### src/rtl/sd_cmd_tx_engine_pkg.sv
// Shared definitions for the SD command path: FSM encodings, frame geometry
// and a width-generic serial CRC step usable by both transmit and receive sides.
package sd_cmd_pkg;

    typedef enum logic [1:0] {
        ST_IDLE = 2'd0,
        ST_SEND = 2'd1,
        ST_GAP  = 2'd2
    } state_t;

    localparam logic [6:0] CRC7_POLY  = 7'h09;
    localparam int         NCC_MIN    = 8;
    localparam int         CRC_MAX_W  = 16;
    localparam int         CRC_IDX_W  = 4;

    function automatic int frame_len(input int idx_w, input int arg_w, input int crc_w);
        return 2 + idx_w + arg_w + crc_w + 1;
    endfunction

    // One data bit per call; bits at or above 'width' are always returned as zero.
    function automatic logic [CRC_MAX_W-1:0] crc_next(
        input logic [CRC_MAX_W-1:0] crc,
        input logic [CRC_MAX_W-1:0] poly,
        input logic                 data_bit,
        input int                   width
    );
        logic                 fb;
        logic [CRC_MAX_W-1:0] mask;
        logic [CRC_MAX_W-1:0] res;
        fb   = data_bit ^ crc[CRC_IDX_W'(width - 1)];
        mask = (CRC_MAX_W'(1) << width) - CRC_MAX_W'(1);
        res  = (crc << 1) ^ (fb ? poly : '0);
        return res & mask;
    endfunction

endpackage

### src/rtl/sd_cmd_tx_engine_if.sv
// Command request channel between the command FSM (master) and the TX engine (slave).
interface sd_cmd_tx_engine_if #(
    parameter int IDX_W = 6,
    parameter int ARG_W = 32
);
    // A request transfers on a clock edge where in_cmd_valid and out_cmd_ready are
    // both high; index and argument must be stable while valid is high and not ready.
    logic             in_cmd_valid;
    logic             out_cmd_ready;
    logic [IDX_W-1:0] in_command_index;
    logic [ARG_W-1:0] in_command_argument;

    modport master (
        output in_cmd_valid,
        output in_command_index,
        output in_command_argument,
        input  out_cmd_ready
    );

    modport slave (
        input  in_cmd_valid,
        input  in_command_index,
        input  in_command_argument,
        output out_cmd_ready
    );
endinterface

### src/rtl/sd_cmd_tx_engine_crc.sv
// Serial CRC accumulator, MSB-first, zero initial value; clr has priority over en.
module sd_crc_serial
    import sd_cmd_pkg::*;
#(
    parameter int           W    = 7,
    parameter logic [W-1:0] POLY = 7'h09
) (
    input  logic         in_sd_clk,
    input  logic         rst,
    input  logic         clr,
    input  logic         en,
    input  logic         data_bit,
    output logic [W-1:0] crc
);

    always_ff @(posedge in_sd_clk) begin
        if (rst || clr) begin
            crc <= '0;
        end else if (en) begin
            crc <= W'(crc_next(CRC_MAX_W'(crc), CRC_MAX_W'(POLY), data_bit, W));
        end
    end

endmodule

### src/rtl/sd_cmd_tx_engine.sv
// Host-side SD command transmitter: serialises start/transmit/index/argument/CRC/end
// bits, owns bus direction, abort handling and the post-frame NCC idle gap.
module sd_cmd_tx_engine
    import sd_cmd_pkg::*;
#(
    parameter int               IDX_W      = 6,
    parameter int               ARG_W      = 32,
    parameter int               CRC_W      = 7,
    parameter logic [CRC_W-1:0] CRC_POLY   = CRC7_POLY,
    parameter int               GAP_CYCLES = NCC_MIN
) (
    input  logic                in_sd_clk,
    input  logic                in_sd_rst,
    input  logic                in_soft_reset,
    sd_cmd_tx_engine_if.slave   cmd_if,
    input  logic                in_abort,
    input  logic                in_high_speed_clk,
    output logic                out_sd_cmd,
    output logic                out_cmd_dir,
    output logic                out_busy,
    output logic                out_done,
    output logic                out_aborted,
    output logic [7:0]          out_bit_cnt,
    output state_t              out_state
);

    localparam int          FRAME_LEN = frame_len(IDX_W, ARG_W, CRC_W);
    localparam int          DATA_LEN  = 2 + IDX_W + ARG_W;
    localparam int          SH_W      = DATA_LEN - 1;
    localparam logic [7:0]  LAST_CNT  = 8'(FRAME_LEN - 1);
    localparam logic [7:0]  DATA_CNT  = 8'(DATA_LEN);
    localparam logic [7:0]  GAP_LAST  = 8'(GAP_CYCLES - 2);
    // The IDLE cycle before the next accept is itself the last idle gap clock.
    localparam state_t      GAP_ENTRY = (GAP_CYCLES > 1) ? ST_GAP : ST_IDLE;

    logic             rst_any;
    logic             accept;
    state_t           state_q, state_d;
    logic [SH_W-1:0]  sh_q, sh_d;
    logic [7:0]       cnt_q, cnt_d, nxt_cnt;
    logic [7:0]       gap_q, gap_d;
    logic             cmd_q, cmd_d, dir_q, dir_d;
    logic             done_q, done_d, abt_q, abt_d;
    logic             cmd_n, dir_n;
    logic             crc_clr, crc_en;
    logic [CRC_W-1:0] crc_val;

    assign rst_any              = in_sd_rst || !in_soft_reset;
    assign cmd_if.out_cmd_ready = (state_q == ST_IDLE) && !rst_any;
    assign accept               = cmd_if.in_cmd_valid && cmd_if.out_cmd_ready;

    sd_crc_serial #(
        .W    (CRC_W),
        .POLY (CRC_POLY)
    ) u_crc (
        .in_sd_clk (in_sd_clk),
        .rst       (rst_any),
        .clr       (crc_clr),
        .en        (crc_en),
        .data_bit  (sh_q[SH_W-1]),
        .crc       (crc_val)
    );

    always_ff @(posedge in_sd_clk) begin
        if (rst_any) begin
            state_q <= ST_IDLE;
            sh_q    <= '0;
            cnt_q   <= '0;
            gap_q   <= '0;
            cmd_q   <= 1'b1;
            dir_q   <= 1'b0;
            done_q  <= 1'b0;
            abt_q   <= 1'b0;
        end else begin
            state_q <= state_d;
            sh_q    <= sh_d;
            cnt_q   <= cnt_d;
            gap_q   <= gap_d;
            cmd_q   <= cmd_d;
            dir_q   <= dir_d;
            done_q  <= done_d;
            abt_q   <= abt_d;
        end
    end

    // The start bit is 0 and the CRC starts at 0, so feeding it is a no-op:
    // the CRC only sees bits 1..DATA_LEN-1 as they are loaded into cmd_q.
    always_comb begin
        state_d = state_q;
        sh_d    = sh_q;
        cnt_d   = cnt_q;
        gap_d   = gap_q;
        cmd_d   = cmd_q;
        dir_d   = dir_q;
        done_d  = 1'b0;
        abt_d   = 1'b0;
        crc_clr = 1'b0;
        crc_en  = 1'b0;
        nxt_cnt = cnt_q + 8'd1;
        case (state_q)
            ST_IDLE: begin
                if (accept) begin
                    state_d = ST_SEND;
                    sh_d    = {1'b1, cmd_if.in_command_index, cmd_if.in_command_argument};
                    cnt_d   = '0;
                    cmd_d   = 1'b0;
                    dir_d   = 1'b1;
                    crc_clr = 1'b1;
                end
            end
            ST_SEND: begin
                if (in_abort || cnt_q == LAST_CNT) begin
                    state_d = GAP_ENTRY;
                    cnt_d   = '0;
                    gap_d   = '0;
                    cmd_d   = 1'b1;
                    dir_d   = 1'b0;
                    abt_d   = in_abort;
                    done_d  = !in_abort;
                end else if (nxt_cnt == DATA_CNT) begin
                    // Reload the shifter with the CRC followed by the end bit.
                    cnt_d = nxt_cnt;
                    cmd_d = crc_val[CRC_W-1];
                    sh_d  = {crc_val[CRC_W-2:0], 1'b1, {(SH_W-CRC_W){1'b0}}};
                end else begin
                    cnt_d  = nxt_cnt;
                    cmd_d  = sh_q[SH_W-1];
                    sh_d   = sh_q << 1;
                    crc_en = (nxt_cnt < DATA_CNT);
                end
            end
            ST_GAP: begin
                if (gap_q == GAP_LAST) begin
                    state_d = ST_IDLE;
                end else begin
                    gap_d = gap_q + 8'd1;
                end
            end
            default: state_d = ST_IDLE;
        endcase
    end

    // Half-cycle delayed copy for low-speed cards; cmd and dir share one path.
    always_ff @(negedge in_sd_clk) begin
        if (rst_any) begin
            cmd_n <= 1'b1;
            dir_n <= 1'b0;
        end else begin
            cmd_n <= cmd_q;
            dir_n <= dir_q;
        end
    end

    assign out_sd_cmd  = in_high_speed_clk ? cmd_q : cmd_n;
    assign out_cmd_dir = in_high_speed_clk ? dir_q : dir_n;
    assign out_busy    = (state_q != ST_IDLE);
    assign out_done    = done_q;
    assign out_aborted = abt_q;
    assign out_bit_cnt = cnt_q;
    assign out_state   = state_q;

endmodule

### src/flat_wrapper.sv
// flat-port wrapper written by rule: the top's interface ports become plain ports
module sd_cmd_tx_engine_flat import sd_cmd_pkg::*;
#(
    parameter int               IDX_W      = 6,
    parameter int               ARG_W      = 32,
    parameter int               CRC_W      = 7,
    parameter logic [CRC_W-1:0] CRC_POLY   = CRC7_POLY,
    parameter int               GAP_CYCLES = NCC_MIN
)
  (in_sd_clk, in_sd_rst, in_soft_reset, in_abort, in_high_speed_clk, out_sd_cmd, out_cmd_dir, out_busy, out_done, out_aborted, out_bit_cnt, out_state, cmd_if_in_cmd_valid, cmd_if_in_command_index, cmd_if_in_command_argument, cmd_if_out_cmd_ready);
  sd_cmd_tx_engine_if #(.IDX_W(IDX_W), .ARG_W(ARG_W)) cmd_if_i ();
  input  logic in_sd_clk;
  input  logic in_sd_rst;
  input  logic in_soft_reset;
  input  logic in_abort;
  input  logic in_high_speed_clk;
  output logic out_sd_cmd;
  output logic out_cmd_dir;
  output logic out_busy;
  output logic out_done;
  output logic out_aborted;
  output logic [7:0] out_bit_cnt;
  output state_t out_state;
  input wire logic [$bits(cmd_if_i.in_cmd_valid)-1:0] cmd_if_in_cmd_valid;
  input wire logic [$bits(cmd_if_i.in_command_index)-1:0] cmd_if_in_command_index;
  input wire logic [$bits(cmd_if_i.in_command_argument)-1:0] cmd_if_in_command_argument;
  output wire logic [$bits(cmd_if_i.out_cmd_ready)-1:0] cmd_if_out_cmd_ready;
  assign cmd_if_i.in_cmd_valid = cmd_if_in_cmd_valid;
  assign cmd_if_i.in_command_index = cmd_if_in_command_index;
  assign cmd_if_i.in_command_argument = cmd_if_in_command_argument;
  assign cmd_if_out_cmd_ready = cmd_if_i.out_cmd_ready;
  sd_cmd_tx_engine #(.IDX_W(IDX_W), .ARG_W(ARG_W), .CRC_W(CRC_W), .CRC_POLY(CRC_POLY), .GAP_CYCLES(GAP_CYCLES)) u_core (.in_sd_clk(in_sd_clk), .in_sd_rst(in_sd_rst), .in_soft_reset(in_soft_reset), .cmd_if(cmd_if_i), .in_abort(in_abort), .in_high_speed_clk(in_high_speed_clk), .out_sd_cmd(out_sd_cmd), .out_cmd_dir(out_cmd_dir), .out_busy(out_busy), .out_done(out_done), .out_aborted(out_aborted), .out_bit_cnt(out_bit_cnt), .out_state(out_state));
endmodule
### config.mk
export PLATFORM = sky130hd
export DESIGN_NAME = sd_cmd_tx_engine_flat
export DESIGN_NICKNAME = d
export VERILOG_FILES = /design/src/rtl/sd_cmd_tx_engine_pkg.sv /design/src/rtl/sd_cmd_tx_engine_if.sv /design/src/rtl/sd_cmd_tx_engine_crc.sv /design/src/rtl/sd_cmd_tx_engine.sv /design/src/flat_wrapper.sv
export SDC_FILE = /design/constraint.sdc
export NUM_CORES = 1
export LEC_CHECK = 0
export CAP_MARGIN = 30
export CORE_ASPECT_RATIO = 1.2
export CORE_UTILIZATION = 52
export CTS_BUF_LIST = sky130_fd_sc_hd__clkbuf_8 sky130_fd_sc_hd__clkbuf_16
export CTS_CLUSTER_DIAMETER = 30
export CTS_CLUSTER_SIZE = 40
export DETAILED_ROUTE_END_ITERATION = 8
export PLACE_DENSITY = 0.79
export RECOVER_POWER = 25
export SYNTH_ARGS = -nofsm -noshare
export SYNTH_HDL_FRONTEND = slang
export SYNTH_SLANG_ARGS = --single-unit
### constraint.sdc
create_clock -name in_sd_clk -period 2.7 [get_ports in_sd_clk]
set_input_delay 0.54 -clock in_sd_clk [delete_from_list [all_inputs] [get_ports in_sd_clk]]
set_output_delay 0.54 -clock in_sd_clk [all_outputs]
set_load 0.02 [all_outputs]
==> run metrics <==
IO Pins 60; Crit path largest cell delay 0.30 ns; fin nets 491; Setup Crit Path Kind flip-flop to output port; status finished with violations; Top delay family on crit path flip-flops; max cap viols 0; Root Driver clkbuf_8; Avg Cell Area, Syn 8.47 um^2; die area 6640 um^2; Worst Setup SP u_core.cmd_n$_SDFF_NP1_; Synth cell types 50; first-pass GRT wire length 12200 um; worst slew pin tran 0.849 ns; CP max stage cell dfxtp_1; Post-Route Setup TNS -0.536 ns; Worst Skew 0.0402 ns; total gr overflow 0; post-synthesis cell area 3290 um^2; leading area contributor after synthesis dfxtp_1; Port Buffers 59; final hold vios 0; DR pass1 iterations 4; hold path cells 2; Yosys reg bits 70; Mapped Cells 388; Syn-to-layout area delta 26.8%; Routed Antenna Nets 0; largest net degree at the start of global routing 45; WP data arrival 2.44 ns; Initial DRC Count 132; die width 74.6 um; Power Dens Cells 546 nW/um^2; Core Rows 31; Power Total 2280 uW; Reg-to-Reg Start u_core.out_bit_cnt[0]$_SDFFE_PP0P_; Num CTS Buffers 9; via count 2992; Clock Latency Late Sink 0.39 ns; Total GRT Usage 23.7%; cts hold-fix bufs 0; VDD IR max 369 uV; synth warn 0; Slew HR 43.4%; worst-path cell chain mux2_4, buf_6; Clock transition at path regs 0.07 ns; CP max FO 1; fin. max-slew vios 0; post-DP HPWL 5120 um; Max Root-Sink Buffers 2; htree depth 3; startpoint types flip-flop; RSZ-0062 raised after global routing yes; initial antenna violation count 0; sequential fraction of the synthesis area 42.7%; Worst setup EP type output port; Core Region 6050 um^2; Leakage 0.00160 uW; reg2reg path depth 8; post-synth top area share 42.7%; commonest non-fill, non-tap cell in the layout dfxtp_1; share of post-route cells with drive strength above 1 11.8%; clk sink count 70; failing checks negative setup slack; Worst EP required 2.16 ns; pre-CTS setup slack -0.283 ns; vias per cell 5.65; antenna cells 0; fillers 534; CP bufs+invs 1; worst hold start u_core.sh_q[18]$_SDFFE_PP0P_; commonest cells after routing, fill and taps aside dfxtp_1 (70), o21ai_0 (64), clkdlybuf4s50_1 (47); R2R Setup Slk 0.13 ns; CTS tree yes; Hold WC Path Type flip-flop to flip-flop; Net Count, Synth 436; setup ws final -0.278 ns; DRC Markers 0; vias in the first global route 2800; WL/cell 13.8 um; Starting Density 54.3%; Setup-failing EPs final 2; total length of routed wires 7320 um; hold slack final 0.458 ns; WP depth 2; DIE HEIGHT 89.1 um; top cells by area, synth dfxtp_1 (43%), o21ai_0 (9.6%), a21oi_1 (5.8%); gpl congestion 0.802
-- synth_stat cells (all sizes together) --
cell type,number
or3,2
and2,1
mux2i,14
a21boi,1
a31o,1
nor2,28
a311oi,2
xnor2,3
o31a,1
mux2,2
ha,4
and3b,1
o22ai,2
nand2b,4
nor3,6
nor4,1
xor2,4
nand2,38
a21o,1
buf,11
o211ai,1
o21ai,67
a31oi,3
dfxtp,70
o221ai,5
nand3,15
nor3b,3
clkbuf,18
a21oi,46
and4b,1
and3,5
a32oi,1
inv,5
nand4,3
o21ba,1
nor2b,5
a221o,1
nor4b,2
a22oi,9
-- flip-flops by register name, summed over array words and instances (netlist names) --
name                count
u_core.dir_n            1
u_core.out_aborted      1
u_core.out_done         1
u_core.out_bit_cnt      8
u_core.cmd_n            1
u_core.gap_q            8
u_core.cmd_q            1
u_core.u_crc.crc        7
u_core.dir_q            1
u_core.sh_q            39
u_core.out_state        2
-- routing by layer --
layer	track usage, %	share of wire, %	routed length [um]	vias up
met4	9.95	1.5	109	0
met3	3.61	3.7	272	10
met2	42.8	52	3800	82
li1	-	-	-	1499
met5	0	0	0	-
met1	27.4	43	3140	1401
-- what timing repair did --
action	CTS	global route
setup endpoints to repair	3	2
pin swaps	0	0
resized for setup	13	1
setup buffers	0	0
-- worst reg2reg max path, stage by stage, from the launching register on --
cell	delay, ns
dfxtp_1	0.40
ha_1	0.30
and3_1	0.24
a31oi_1	0.54
nand2_1	0.17
clkbuf_2	0.41
o21ai_0	0.27
a21oi_1	0.09
nor2_1	0.10
-- report_power, final --
group | switching (uW) | internal, uW
combinational | 81.3 | 93.1
sequential | 9.27 | 1050
clock | 402 | 640
total | 493 | 1780
-- kinds of logic after synthesis --
group | count (synthesis) | share of synthesized area [%]
compound gates | 142 | 27.1
simple gates | 115 | 17.0
flops | 70 | 42.7
buf+inv | 34 | 4.87
mux | 16 | 4.95
xor+xnor | 7 | 1.87
fa+ha+maj | 4 | 1.52
-- stage by stage --
stage / area (um^2) / std cells / util (%)
2_1_floorplan: 3290 / 388 / -
3_3_place_gp: 3940 / 513 / 65.1
3_5_place_dp: 3940 / 513 / 65.1
4_1_cts: 4190 / 530 / 69.2
5_1_grt: 4170 / 530 / 68.9
6_report: 4170 / 530 / 68.9
-- area by class of cell --
class | count | area (um^2) | area share [%]
multi-input combinational | 284 | 1710 | 41.1
sequential | 70 | 1400 | 33.6
timing repair buffer | 72 | 684 | 16.4
clock buffer | 10 | 138 | 3.30
clock inverter | 8 | 115 | 2.76
tap | 82 | 103 | 2.46
inverter | 4 | 15.0 | 0.360
-- worst paths after layout --
kind / endpoint
setup / recovery: out_sd_cmd
hold / removal: u_core.sh_q[19]$_SDFFE_PP0P_
setup reg to reg: u_core.out_bit_cnt[4]$_SDFFE_PP0P_
hold reg to reg: u_core.sh_q[19]$_SDFFE_PP0P_
Power figures use the tool's default switching activity.
